$ cat config.mk
export PLATFORM = sky130hd
export DESIGN_NAME = ctrl_poll_engine
export DESIGN_NICKNAME = d
export VERILOG_FILES = /design/src/rtl/interface_debug_pkg.sv /design/src/rtl/sat_down_counter.sv /design/src/rtl/ctrl_poll_engine.sv
export SDC_FILE = /design/constraint.sdc
export NUM_CORES = 1
export LEC_CHECK = 0
export ABC_AREA = 1
export BUFFER_PORTS_ARGS = -buffer_cell sky130_fd_sc_hd__buf_4
export CAP_MARGIN = 15
export CORE_AREA = 10 10 449 451
export DETAILED_ROUTE_END_ITERATION = 8
export DIE_AREA = 0 0 459 461
export GPL_TIMING_DRIVEN = 1
export SLEW_MARGIN = 20
export SYNTH_ARGS = -nofsm -noshare
export SYNTH_HDL_FRONTEND = slang
export SYNTH_SLANG_ARGS = --single-unit
export TNS_END_PERCENT = 20
$ cat constraint.sdc
create_clock -name clk -period 1.8 [get_ports clk]
set_input_delay 0.09 -clock clk [delete_from_list [all_inputs] [get_ports clk]]
set_output_delay 0.09 -clock clk [all_outputs]
set_load 0.01 [all_outputs]
$ cat src/rtl/interface_debug_pkg.sv
// interface_debug: CCI-P line types, mdata tags and the control-poll FSM state encoding.
package interface_debug;
    typedef logic [41:0]  t_cci_clAddr;
    typedef logic [511:0] t_cci_clData;

    localparam logic [15:0] READ_CTRL_MDATA = 16'd3;
    localparam logic [15:0] READ_RUN_MDATA  = 16'd5;

    typedef enum logic [2:0] {
        IDLE,
        REQ,
        WAIT_RSP,
        WAIT_ACK,
        GAP,
        DRAIN,
        HOLD
    } e_poll_state;
endpackage

$ cat src/rtl/sat_down_counter.sv
// sat_down_counter: loadable down counter that stops at zero and flags it.
module sat_down_counter #(
    parameter int unsigned    W    = 8,
    parameter logic [W-1:0]   LOAD = '0
) (
    input  logic clk,
    input  logic reset_n,
    input  logic load,
    input  logic dec,
    output logic zero
);
    logic [W-1:0] cnt_q, cnt_d;

    always_comb begin
        cnt_d = load ? LOAD : (dec && cnt_q != '0) ? cnt_q - W'(1) : cnt_q;
    end

    always_ff @(posedge clk or negedge reset_n) begin
        if (!reset_n) cnt_q <= '0;
        else          cnt_q <= cnt_d;
    end

    assign zero = (cnt_q == '0);
endmodule

$ cat src/rtl/ctrl_poll_engine.sv
// ctrl_poll_engine: polls the host control word over CCI-P c0 with one read outstanding,
// re-polling after stale words and re-issuing after response timeouts.
import interface_debug::*;

module ctrl_poll_engine #(
    parameter int unsigned POLL_GAP    = 64,
    parameter int unsigned RSP_TIMEOUT = 4096
) (
    input  logic        clk,
    input  logic        reset_n,
    input  logic        enable,
    input  t_cci_clAddr ctrl_addr,
    input  logic        c0_alm_full,
    output logic        c0_req_valid,
    output t_cci_clAddr c0_req_addr,
    output logic [15:0] c0_req_mdata,
    input  logic        c0_rsp_valid,
    input  logic [15:0] c0_rsp_mdata,
    input  t_cci_clData c0_rsp_data,
    input  logic        ctrl_ack,
    input  logic        ctrl_valid,
    output logic        ctrl_resp_valid,
    output t_cci_clData rd_resp_data,
    output logic [31:0] poll_count
);
    localparam int unsigned     GW    = $clog2(POLL_GAP + 1);
    localparam int unsigned     TW    = $clog2(RSP_TIMEOUT + 1);
    localparam logic [GW-1:0]   GLOAD = GW'(POLL_GAP - 1);
    localparam logic [TW-1:0]   TLOAD = TW'(RSP_TIMEOUT - 1);

    e_poll_state state_q, state_d;
    logic        req_valid_q, req_valid_d;
    t_cci_clAddr req_addr_q, req_addr_d;
    logic        resp_valid_q, resp_valid_d;
    t_cci_clData resp_data_q, resp_data_d;
    logic [31:0] poll_count_q, poll_count_d;
    logic        match, issue, gap_load, gap_zero, to_load, to_zero;

    assign match = c0_rsp_valid && (c0_rsp_mdata == READ_CTRL_MDATA);
    assign issue = (state_q == REQ) && enable && !c0_alm_full;

    always_comb begin
        state_d  = state_q;
        gap_load = 1'b0;
        to_load  = issue;
        case (state_q)
            IDLE:     if (enable) state_d = REQ;
            REQ:      if (!enable) state_d = IDLE;
                      else if (!c0_alm_full) state_d = WAIT_RSP;
            WAIT_RSP: if (match) state_d = WAIT_ACK;
                      else if (!enable || to_zero) begin
                          state_d = DRAIN;
                          to_load = 1'b1;
                      end
            WAIT_ACK: if (ctrl_ack) begin
                          if (!enable) state_d = IDLE;
                          else if (ctrl_valid) state_d = HOLD;
                          else begin
                              state_d  = GAP;
                              gap_load = 1'b1;
                          end
                      end
            GAP:      if (!enable) state_d = IDLE;
                      else if (gap_zero) state_d = REQ;
            HOLD:     if (!enable) state_d = IDLE;
            // A late match is swallowed here; the timeout reload bounds the wait.
            DRAIN:    if (match || to_zero) state_d = enable ? REQ : IDLE;
            default:  state_d = IDLE;
        endcase
        req_valid_d  = issue;
        req_addr_d   = issue ? ctrl_addr : req_addr_q;
        resp_valid_d = (state_q == WAIT_RSP) && match;
        resp_data_d  = resp_valid_d ? c0_rsp_data : resp_data_q;
        poll_count_d = (issue && poll_count_q != 32'hFFFF_FFFF) ? poll_count_q + 32'd1 : poll_count_q;
    end

    always_ff @(posedge clk or negedge reset_n) begin
        if (!reset_n) begin
            state_q      <= IDLE;
            req_valid_q  <= 1'b0;
            req_addr_q   <= '0;
            resp_valid_q <= 1'b0;
            resp_data_q  <= '0;
            poll_count_q <= '0;
        end else begin
            state_q      <= state_d;
            req_valid_q  <= req_valid_d;
            req_addr_q   <= req_addr_d;
            resp_valid_q <= resp_valid_d;
            resp_data_q  <= resp_data_d;
            poll_count_q <= poll_count_d;
        end
    end

    sat_down_counter #(.W(GW), .LOAD(GLOAD)) u_gap (
        .clk     (clk),
        .reset_n (reset_n),
        .load    (gap_load),
        .dec     (state_q == GAP),
        .zero    (gap_zero)
    );

    sat_down_counter #(.W(TW), .LOAD(TLOAD)) u_timeout (
        .clk     (clk),
        .reset_n (reset_n),
        .load    (to_load),
        .dec     ((state_q == WAIT_RSP) || (state_q == DRAIN)),
        .zero    (to_zero)
    );

    assign c0_req_valid    = req_valid_q;
    assign c0_req_addr     = req_addr_q;
    assign c0_req_mdata    = READ_CTRL_MDATA;
    assign ctrl_resp_valid = resp_valid_q;
    assign rd_resp_data    = resp_data_q;
    assign poll_count      = poll_count_q;
endmodule

==> results.json <==
{
  "status": "finished, final reports clean",
  "io_buffers": 1164,
  "grt_pass1_wl_um": 257000,
  "synth-edff-count": 0,
  "stdcell_count": 7379,
  "synth-seq-cells": 611,
  "start_kind": "flop",
  "hold_violations": 0,
  "relSlewSlack_pct": 47.2,
  "die_w_um": 459,
  "dpl_worst_slack_ns": -0.105,
  "period_needed_ns": 1.73,
  "core_um2": 192000,
  "gp_congestion": 0.932,
  "syn_area_per_cell_um2": 8.48,
  "cts_buffers": 81,
  "die_y_um": 461,
  "ys_seq_area_share_pct": 62.0,
  "start_util_pct": 12.8,
  "clockBufferDepth": 3,
  "required_ns": 2.45,
  "first_global_vias": 28519,
  "wl_per_cell_um": 26.8,
  "cts_tree": "done",
  "holdCritPathClass": "input port to flop",
  "critPathKind": "flop to flop",
  "cp-startpoint": "state_q[2]",
  "maxSlewViolCount": 0,
  "max_clock_freq_mhz": 579,
  "p_leak_nw": 24.7,
  "grt_max_degree": 83,
  "ant_nets": 0,
  "drive_gt1_share_pct": 30.8,
  "nFillCells": 20833,
  "yosys_warnings": 0,
  "async_reset_ff_share_pct": 100,
  "r2r-start": "state_q[2]",
  "period_share_pct": 96.0,
  "endpoint": "rd_resp_data[409]",
  "r2r_slack_ns": 0.07,
  "path_clk_slew_ns": 0.06,
  "cts.sinks": 611,
  "power_w": 0.0388,
  "reg2reg_depth": 9,
  "grt_overflow_total": 0,
  "setup_viol": 0,
  "fin_skew_ns": 0.0440,
  "synth_area_um2": 24700,
  "synthFlopType": "dfrtp_1",
  "p_per_area_nw_per_um2": 843,
  "routed_wl_um": 198000,
  "num_rows": 161,
  "final.setup.tns_ns": 0,
  "drcViolationCount": 0,
  "first_iter_violations": 1879,
  "vias": 27475,
  "worstMarginPinSlew_ns": 0.789,
  "ios": 1181,
  "viasPerCell": 3.72,
  "ir_drop_uv": 593,
  "netlist_instances": 2910,
  "syn_to_final_growth_pct": 86.7,
  "hpwlAfterDp_um": 166000,
  "final_cell_mix": "nand2_1 (1881), buf_4 (1257), dfrtp_1 (606), dlygate4sd3_1 (562), clkbuf_16 (87)",
  "worst_setup_path_end_kind": "flop",
  "cts_root_buf": "clkbuf_16",
  "crit_arrival_ns": 2.37,
  "rsz0062_at_grt": "true",
  "antenna_found_initial": 132,
  "fin_ws_ns": 0.0721,
  "r2r-end": "rd_resp_data[409]",
  "maxCapViolCount": 0,
  "clk_latency_ns": 0.71,
  "place_inst": 6603,
  "dr.pass1.iters": 6,
  "h-tree-depth": 3,
  "nNetsFinal": 5312,
  "track_usage_pct": 17.8,
  "final_common_cell": "nand2_1",
  "cp_max_fo": 28,
  "dieArea_um2": 212000,
  "synth_cell_types": 32
}
[state kept, by name, indices dropped and copies added (netlist names)]
| name | count |
|---|---|
| c0_req_valid | 1 |
| u_gap.cnt_q | 7 |
| u_timeout.cnt_q | 13 |
| rd_resp_data | 512 |
| ctrl_resp_valid | 1 |
| poll_count | 32 |
| state_q | 3 |
| c0_req_addr | 42 |
[per-layer routing]
layer,up-vias,global-route usage (%),routed length (um)
met1,13147,18.6,70600
met5,-,0,101
met4,16,6.87,9860
met3,385,12.3,30700
met2,1404,27.9,86700
li1,12523,-,-
[logic make-up after synthesis]
kind of cell | after synthesis | share of synthesized area (%)
XOR/XNOR | 16 | 0.568
AO/OA/AOI/OAI | 30 | 0.619
other | 2 | 0.0304
adder cells (fa/ha/maj) | 3 | 0.152
flip-flops | 611 | 62.0
AND/OR/NAND/NOR | 2047 | 32.0
buffers and inverters | 201 | 4.66
[repair_timing]
item	CTS	global route
pin swaps	0	2
setup buffers	0	5
gates resized for setup	2	32
endpoints found under the setup margin	83	399
gates cloned	0	4
hold buffers	563	0
endpoints found under the hold margin	1212	0
[power by group]
part / switching, W / internal [W]
clock network: 0.00719 / 0.0103
logic: 0.00330 / 0.00317
registers: 0.000471 / 0.0144
[synthesized netlist by cell type (5+ instances only)]
cell type	n	area [um2]
xor2_1	7	61.3
buf_4	59	443
buf_6	12	135
dfrtp_1	611	15300
nand3_1	39	195
a21oi_1	6	30.0
nor2_1	67	251
inv_2	10	37.5
o21ai_0	9	45.0
nand3b_1	10	75.1
o21ai_1	14	70.1
nand4_1	8	50.1
xnor2_1	9	78.8
nand2_1	1885	7080
buf_2	65	325
clkbuf_1	5	18.8
inv_1	46	173
nor3_1	22	110
[how the worst min path moves through the flow]
| stage | start | end | slack, ns | cells after the start |
|---|---|---|---|---|
| final | c0_rsp_data[8] | rd_resp_data[8] | 0.10 | 4 |
| after global routing | c0_rsp_data[8] | rd_resp_data[8] | 0.05 | 4 |
| after CTS | c0_rsp_data[8] | rd_resp_data[8] | 0.006 | 4 |
| after detailed placement | reset_n | rd_resp_data[338] | -0.008 | 1 |
| after global placement | reset_n | rd_resp_data[338] | -0.006 | 1 |
| after floorplan | reset_n | c0_req_addr[0] | -0.21 | 0 |
[final cells by class]
cell class	instances	area [um2]	area share [%]
multi-input combinational	2112	8330	18.1
timing repair buffer	1869	16100	34.9
tap	2526	3160	6.86
inverter	57	235	0.511
sequential	611	15300	33.2
antenna	54	135	0.294
clock inverter	39	470	1.02
clock buffer	111	2330	5.07
[metrics by stage]
stage / hold WS (ns) / utilization [%] / cell area, um2
after global routing: 0.0495 / 23.9 / 46000
final: 0.105 / 24.0 / 46000
after floorplan: -0.206 / - / 24700
after CTS: 0.00607 / 23.7 / 45600
after global placement: -0.00571 / 19.3 / 37200
after detailed placement: -0.00776 / 19.3 / 37200
[worst max-delay path, stage by stage (launching register included)]
cell and delay, ns:
dfrtp_2 0.45, inv_2 0.10, nand3_2 0.12, inv_4 0.11, nand2_8 0.11, inv_16 0.12
buf_16 0.21, buf_12 0.17, nand2_1 0.14, nand2_1 0.09
No activity file was read; power rests on OpenSTA's default activity.
